--- src/rtl/uart_rx_if.sv ---
// Serial-receive bundle: pin input plus the byte/strobe/error outputs of uart_rx.
// master = pin/consumer side, slave = the receiver.
interface uart_rx_if;
    logic       rx;
    logic       stb;
    logic [7:0] data;
    logic       err;

    modport master (output rx, input stb, input data, input err);
    modport slave  (input rx, output stb, output data, output err);
endinterface

--- src/rtl/uart_rx.sv ---
// 8N1 UART receiver, fixed baud; optional 3-sample majority vote under UART_RX_MAJORITY_EN.
// Pin edge to stb = 2+H+9N+1 cycles; no backpressure, stb/err are single-cycle pulses.
module uart_rx #(
    parameter int pTicksPerBaud = 104
) (
    input  logic      i_clk,
    input  logic      i_rst,
    uart_rx_if.slave  bus
);

    localparam int N  = pTicksPerBaud;
    localparam int H  = N / 2;
    localparam int CW = $clog2(N);

    typedef enum logic [2:0] {
        ST_IDLE,
        ST_START,
        ST_DATA,
        ST_STOP,
        ST_BREAK
    } state_t;

    state_t          r_state;
    logic            r_sync1;
    logic            r_sync2;
    logic [CW-1:0]   r_baud_cnt;
    logic [2:0]      r_bit_idx;
    logic [7:0]      r_shift;
    logic [7:0]      r_data;
    logic            r_stb;
    logic            r_err;

    logic            w_rx_s;
    logic            w_s;
    logic            w_half;
    logic            w_full;

    assign w_rx_s = r_sync2;
    assign w_half = (r_baud_cnt == CW'(H - 1));
    assign w_full = (r_baud_cnt == CW'(N - 1));

`ifdef UART_RX_MAJORITY_EN
    // Two previous rx_s values; the vote window ends on the sample instant itself.
    logic [1:0] r_hist;

    always_ff @(posedge i_clk) begin
        if (i_rst) begin
            r_hist <= 2'b11;
        end else begin
            r_hist <= {r_hist[0], r_sync2};
        end
    end

    assign w_s = (r_sync2 & r_hist[0]) | (r_sync2 & r_hist[1]) | (r_hist[0] & r_hist[1]);
`else
    assign w_s = w_rx_s;
`endif

    always_ff @(posedge i_clk) begin
        if (i_rst) begin
            r_sync1    <= 1'b1;
            r_sync2    <= 1'b1;
            r_state    <= ST_IDLE;
            r_baud_cnt <= '0;
            r_bit_idx  <= '0;
            r_shift    <= '0;
            r_data     <= '0;
            r_stb      <= 1'b0;
            r_err      <= 1'b0;
        end else begin
            r_sync1 <= bus.rx;
            r_sync2 <= r_sync1;
            r_stb   <= 1'b0;
            r_err   <= 1'b0;

            if (r_state != ST_IDLE && r_state != ST_BREAK) begin
                r_baud_cnt <= r_baud_cnt + CW'(1);
            end

            case (r_state)
                ST_IDLE: begin
                    // Level-triggered: a line already low starts a frame.
                    if (!w_rx_s) begin
                        r_baud_cnt <= '0;
                        r_state    <= ST_START;
                    end
                end
                ST_START: begin
                    if (w_half) begin
                        r_baud_cnt <= '0;
                        if (w_s) begin
                            r_state <= ST_IDLE;
                        end else begin
                            r_bit_idx <= '0;
                            r_state   <= ST_DATA;
                        end
                    end
                end
                ST_DATA: begin
                    if (w_full) begin
                        r_baud_cnt <= '0;
                        r_shift    <= {w_s, r_shift[7:1]};
                        r_bit_idx  <= r_bit_idx + 3'd1;
                        if (r_bit_idx == 3'd7) begin
                            r_state <= ST_STOP;
                        end
                    end
                end
                ST_STOP: begin
                    // Leaving at mid-stop leaves room to catch a back-to-back start bit.
                    if (w_full) begin
                        r_baud_cnt <= '0;
                        if (w_s) begin
                            r_data  <= r_shift;
                            r_stb   <= 1'b1;
                            r_state <= ST_IDLE;
                        end else begin
                            r_err   <= 1'b1;
                            r_state <= ST_BREAK;
                        end
                    end
                end
                ST_BREAK: begin
                    if (w_rx_s) begin
                        r_state <= ST_IDLE;
                    end
                end
                default: begin
                    r_state <= ST_IDLE;
                end
            endcase
        end
    end

    assign bus.stb  = r_stb;
    assign bus.err  = r_err;
    assign bus.data = r_data;

endmodule
--- src/flat_wrapper.sv ---
// flat-port wrapper written by rule: the top's interface ports become plain ports
module uart_rx_flat 
#(
    parameter int pTicksPerBaud = 104
)
  (i_clk, i_rst, bus_rx, bus_stb, bus_data, bus_err);
  uart_rx_if bus_i ();
  input  logic i_clk;
  input  logic i_rst;
  input wire logic [$bits(bus_i.rx)-1:0] bus_rx;
  output wire logic [$bits(bus_i.stb)-1:0] bus_stb;
  output wire logic [$bits(bus_i.data)-1:0] bus_data;
  output wire logic [$bits(bus_i.err)-1:0] bus_err;
  assign bus_i.rx = bus_rx;
  assign bus_stb = bus_i.stb;
  assign bus_data = bus_i.data;
  assign bus_err = bus_i.err;
  uart_rx #(.pTicksPerBaud(pTicksPerBaud)) u_core (.i_clk(i_clk), .i_rst(i_rst), .bus(bus_i));
endmodule
--- config.mk ---
export PLATFORM = sky130hd
export DESIGN_NAME = uart_rx_flat
export DESIGN_NICKNAME = d
export VERILOG_FILES = /design/src/rtl/uart_rx_if.sv /design/src/rtl/uart_rx.sv /design/src/flat_wrapper.sv
export SDC_FILE = /design/constraint.sdc
export NUM_CORES = 1
export LEC_CHECK = 0
export CORE_MARGIN = 2
export CORE_UTILIZATION = 50
export DETAILED_ROUTE_END_ITERATION = 7
export PLACE_DENSITY = 0.78
export SLEW_MARGIN = 20
export SYNTH_ARGS = -nofsm -noshare
export SYNTH_HDL_FRONTEND = slang
export SYNTH_SLANG_ARGS = --single-unit
--- constraint.sdc ---
create_clock -name i_clk -period 2.21 [get_ports i_clk]
set_input_delay 0.442 -clock i_clk [delete_from_list [all_inputs] [get_ports i_clk]]
set_output_delay 0.442 -clock i_clk [all_outputs]
set_load 0.03 [all_outputs]
==> results of run 1 <==
[synth_stat cells (2+ instances only)]
cell	n
a21oi_1	5
dfxtp_1	33
o2111ai_1	2
and3b_1	2
ha_1	3
buf_4	2
nor3_1	2
or2_2	3
nor2_1	28
a31oi_1	2
clkbuf_1	5
inv_1	2
mux2i_1	16
nand2_1	8
nand3_1	4
nand4b_1	3
o21ai_0	4
xnor2_1	3
xor2_1	4
[cells by family (layout without fill, tap and decap cells)]
kind of cell / count (synthesis) / count (layout) / share of synthesized area [%]
AO/OA/AOI/OAI: 17 / 17 / 8.22
buffers and inverters: 10 / 24 / 3.42
XOR/XNOR: 7 / 7 / 4.52
adder cells (fa/ha/maj): 3 / 3 / 2.77
AND/OR/NAND/NOR: 56 / 56 / 20.5
multiplexers: 16 / 16 / 11.8
flip-flops: 33 / 33 / 48.8
[through the flow]
stage	cells	area, um2
5_1_grt	186	1590
2_1_floorplan	142	1360
3_3_place_gp	178	1490
4_1_cts	186	1590
6_report	186	1590
3_5_place_dp	178	1490
[worst max-delay path, stage by stage, from the launching register on]
cell and delay (ns):
dfxtp_1 0.60, nand4b_1 0.19, or4_1 0.75, mux2i_1 0.24, nor2_1 0.05
[power by group through the flow]
stage	clock network (uW)	registers [uW]	logic, uW
2_1_floorplan	0	614	21.6
3_3_place_gp	0	616	26.4
3_5_place_dp	0	617	27.0
4_1_cts	567	603	27.6
5_1_grt	592	604	30.8
6_report	556	603	27.5
[sequential cells by signal, indices dropped and copies added, names as in the netlist]
signal / count
u_core.r_shift: 8
u_core.bus.data: 8
u_core.r_baud_cnt: 7
u_core.r_sync2: 1
u_core.r_sync1: 1
u_core.bus.stb: 1
u_core.r_bit_idx: 3
u_core.bus.err: 1
u_core.r_state: 3
[per-layer routing]
| layer | wire (um) | vias up | track usage (%) |
|---|---|---|---|
| met1 | 1150 | 471 | 24.0 |
| li1 | - | 518 | - |
| met2 | 1110 | 28 | 23.5 |
| met3 | 128 | 4 | 6.51 |
| met4 | 24 | 0 | 5.78 |
| met5 | 0 | - | 0 |
[worst paths after layout]
check | startpoint | to | slack [ns] | depth (start not counted)
min | u_core.r_sync1 | u_core.r_sync2 | 0.43 | 1
max | u_core.r_state[1] | u_core.bus.data[5] | 0.27 | 4
max reg2reg | u_core.r_state[1] | u_core.bus.data[5] | 0.27 | 4
min reg2reg | u_core.r_sync1 | u_core.r_sync2 | 0.43 | 1
[area by class of cell]
cell class | count | area [um2]
Clock buffer | 5 | 37.5
Timing Repair Buffer | 14 | 135
Tap cell | 30 | 37.5
Fill cell | 221 | 931
Clock inverter | 3 | 65.1
Inverter | 2 | 7.51
Multi-Input combinational cell | 99 | 648
Sequential cell | 33 | 661
==> flow_summary.yaml, run 1 <==
power:
  report.power.total_uw: 1190
  switchingPower_uw: 228
  switching_share_pct: 19.2
  ir_drop_mv: 0.576
  p_int_uw: 959
  combPwrFrac_pct: 2.3
  p_leak_uw: 0.000695
  p_per_area_nw_per_um2: 746
  pwr-share-seq_pct: 50.8
  p_clk_share_pct: 46.9
logic_synthesis:
  yosysUniqueCellTypes: 30
  ys_async_sr_fraction_pct: 0
  ys_top_cells_by_area: "dfxtp_1, mux2i_1, nor2_1, ha_1, xor2_1"
  syn_area_per_cell_um2: 9.54
  synth_nets: 148
  ys_warn_count: 0
  syn_inst: 142
  ys_ff_latch: 33
  syn-cell-area_um2: 1360
  synth-edff-count: 0
  synth-main-ff-cell: "dfxtp_1"
  synth_top_area_share_pct: 48.8
  ys_seq_area_share_pct: 48.8
  yosysTopAreaCell: "dfxtp_1"
floorplanning:
  die_x_um: 56.1
  die_area_um2: 3140
  io_pins: 13
  start_util_pct: 53.7
  rows: 18
  die_y_um: 56.1
  core-area_um2: 2520
worst_setup_path:
  cp-start-kind: "flip-flop"
  crit_fanout: 15
  cp.arrival_ns: 2.17
  cp.required_ns: 2.44
  crit_type: "reg2reg"
  end_kind: "flip-flop"
route:
  viasPerCell: 5.49
  drt-initial-drc-count: 40
  dr.pass1.iters: 4
  wirelength_mm: 2.41
  drc: 0
  antenna_left: 0
  vias: 1021
  wl_per_cell_um: 13.0
finish:
  area_growth_pct: 17.5
  final_common_cell: "dfxtp_1"
  diodes: 0
  fin_util_pct: 63.1
  final_cell_mix: "dfxtp_1, nor2_1, mux2i_1"
  nets: 161
  drive_gt1_share_pct: 9.62
timing:
  setup_slack_ns: 0.270
  period_share_pct: 87.8
  finalSetupViolations: 0
  setup-tns-final_ns: 0
  slew_viol_final: 0
  worst_slew_pin_slew_ns: 0.540
  rsz0062_at_grt: "no"
  maxSlewHeadroom_pct: 63.8
  holdWs_ns: 0.430
  max_clock_freq_mhz: 516
  hold_viol: 0
  period_needed_ns: 1.94
  fin_skew_ns: 0.00878
global_route:
  overflow: 0
  grt_start_max_net_pins: 20
  grt_pass1_vias: 899
  antenna_found_initial: 0
  grt_usage_pct: 17.0
  grt_pass1_wl_mm: 4.22
placement:
  dp_slack_ns: 0.319
  dp_hpwl_mm: 1.68
  port_buffers: 12
  gp_congestion: 0.803
clock_network:
  clk_pin_slew_ns: 0.10
  postCtsSetupBuffers: 0
  cts-root-buf: "clkbuf_4"
  clk_latency_ns: 0.33
  cts_max_level: 2
  cts_buffers: 5
  clock_sinks: 33
  clockBufferDepth: 2
  cts_hold_repair.buffers: 0
  cts_tree: "done"
  cts_resized: 0
hold_path:
  hp-class: "reg2reg"
job:
  maxCapViolCount: 0
status:
  status: "completed"
(Power assumes the default switching activity.)
==> run 2, diff against run 1 <==
--- a/config.mk
+++ b/config.mk
@@ -5,6 +5,7 @@
 export SDC_FILE = /design/constraint.sdc
 export NUM_CORES = 1
 export LEC_CHECK = 0
+export ABC_AREA = 0
 export CORE_MARGIN = 2
 export CORE_UTILIZATION = 50
 export DETAILED_ROUTE_END_ITERATION = 7
==> results of run 2 <==
Same layout as run 1: the final DEF is identical, and so are final timing and power.
==> run 3, diff against run 2 <==
--- a/config.mk
+++ b/config.mk
@@ -6,10 +6,13 @@
 export NUM_CORES = 1
 export LEC_CHECK = 0
 export ABC_AREA = 0
+export CAP_MARGIN = 10
+export CELL_PAD_IN_SITES_DETAIL_PLACEMENT = 1
+export CELL_PAD_IN_SITES_GLOBAL_PLACEMENT = 1
 export CORE_MARGIN = 2
-export CORE_UTILIZATION = 50
+export CORE_UTILIZATION = 42
 export DETAILED_ROUTE_END_ITERATION = 7
-export PLACE_DENSITY = 0.78
+export PLACE_DENSITY = 0.83
 export SLEW_MARGIN = 20
 export SYNTH_ARGS = -nofsm -noshare
 export SYNTH_HDL_FRONTEND = slang
==> run 3 against run 2 <==
- via count grew 4.7%
- wire length grew 23%
- global-route usage grew 2.0 points
- die area grew 18%
- clock-buffer cell count is the same
- combinational power grew 15%
- hold slack lost 0.010 ns
- highest routed layer unchanged
==> flow_summary.yaml, run 3 (synthesis gave the netlist of run 1 again) <==
status:
  status: "completed"
clock_network:
  clk_pin_slew_ns: 0.11
  postCtsSetupBuffers: 0
  cts_tree: "done"
  cts_buffers: 5
  cts_hold_repair.buffers: 0
  clock_sinks: 33
  cts_max_level: 2
  clockBufferDepth: 2
  cts_resized: 0
  cts-root-buf: "clkbuf_4"
  clk_latency_ns: 0.34
hold_path:
  min_delay_path_depth: 1
  hp-class: "reg2reg"
route:
  drc: 0
  drt-initial-drc-count: 55
  dr.pass1.iters: 4
  viasPerCell: 5.29
  antenna_left: 0
  wirelength_mm: 2.96
  wl_per_cell_um: 14.7
  vias: 1069
finish:
  drive_gt1_share_pct: 10.8
  design_area_um2: 1580
  final_common_cell: "dfxtp_1"
  area_growth_pct: 16.3
  diodes: 0
  nets: 163
  final_cell_mix: "dfxtp_1, nor2_1, mux2i_1"
global_route:
  grt_pass1_vias: 1088
  top_usage_layer: "met2"
  antenna_found_initial: 0
  overflow: 0
  grt_start_max_net_pins: 20
  grtUsageMet1_pct: 21.3
  grt_pass1_wl_mm: 5.03
  met3_usage_pct: 7.04
  grt_usage_pct: 19.0
  use_met2_pct: 32.6
power:
  ir_drop_mv: 0.495
  p_leak_uw: 0.000682
  p_per_area_nw_per_um2: 613
timing:
  finalSetupViolations: 0
  slew_viol_final: 0
  period_share_pct: 85.3
  rsz0062_at_grt: "no"
  max_clock_freq_mhz: 531
  worst_slew_pin_slew_ns: 0.537
  setup-tns-final_ns: 0
  hold_viol: 0
  period_needed_ns: 1.88
  fin_skew_ns: 0.00858
  maxSlewHeadroom_pct: 64.0
worst_setup_path:
  cp.arrival_ns: 2.12
  cp-start-kind: "flip-flop"
  crit_fanout: 9
  cp_cell_sequence: "ha_1, nand4bb_1, or4_1, mux2i_1, nor2_1"
  r2r_cells: 5
  cpLargestDelayFamily: "simple AND/OR/NAND/NOR gates"
  crit_slowest_cell: "or4_1"
  slowest_delay_ns: 0.69
  cp.required_ns: 2.44
  crit_type: "reg2reg"
  end_kind: "flip-flop"
  timing.critical_path.buf_inv: 0
  critical_path_depth: 5
placement:
  dpl_cell_area_um2: 1520
  port_buffers: 12
  dp_hpwl_mm: 2.15
  gp_congestion: 0.799
floorplanning:
  rows: 20
  start_util_pct: 44.4
  die_x_um: 60.8
  io_pins: 13
  die_area_um2: 3700
  core-area_um2: 3050
  die_y_um: 60.8
job:
  maxCapViolCount: 0
[run 3: cell count changes in the layout (fill, tap and decap cells not counted), sizes merged]
cell,before,now
clkinv,1,2
clkinvlp,0,1
bufinv,2,0
buf,2,4
[run 3: path summary, 6_finish.rpt]
path / from / to / slack, ns
min reg2reg: u_core.r_sync1 / u_core.r_sync2 / 0.42
min: u_core.r_sync1 / u_core.r_sync2 / 0.42
max: u_core.r_baud_cnt[0] / u_core.bus.data[7] / 0.33
max reg2reg: u_core.r_baud_cnt[0] / u_core.bus.data[7] / 0.33
[run 3: stage by stage]
step	setup WS, ns	power [uW]	instances	hold WS, ns	utilization [%]
final	0.325	966	202	0.420	51.6
after floorplan	0.652	636	142	0.389	-
after global placement	0.475	645	194	0.392	49.8
after global routing	0.229	1020	202	0.439	51.6
after detailed placement	0.372	647	194	0.398	49.8
after CTS	0.322	982	202	0.422	51.6
[run 3: metal layers]
metal | up-vias | wire [um]
met1 | 533 | 1250
met5 | - | 0
met4 | 0 | 18
met3 | 2 | 98
li1 | 522 | -
met2 | 12 | 1590
[run 3: cell type report]
| type | instances | area [um2] |
|---|---|---|
| fillers | 370 | 1480 |
| flip-flops and latches | 33 | 661 |
| multi-input cells | 99 | 648 |
| repair buffers | 16 | 150 |
| well taps | 44 | 55.1 |
| clock buffers | 5 | 37.5 |
| clock inverters | 3 | 17.5 |
| inverters | 2 | 7.51 |
[run 3: where the power goes]
group	total [uW]	leakage, uW	internal [uW]	switching, uW
sequential	602	0.000266	598	3.27
clock	333	0.0000310	120	213
combinational	31.6	0.000384	11.9	19.7
total	966	0.000682	730	236
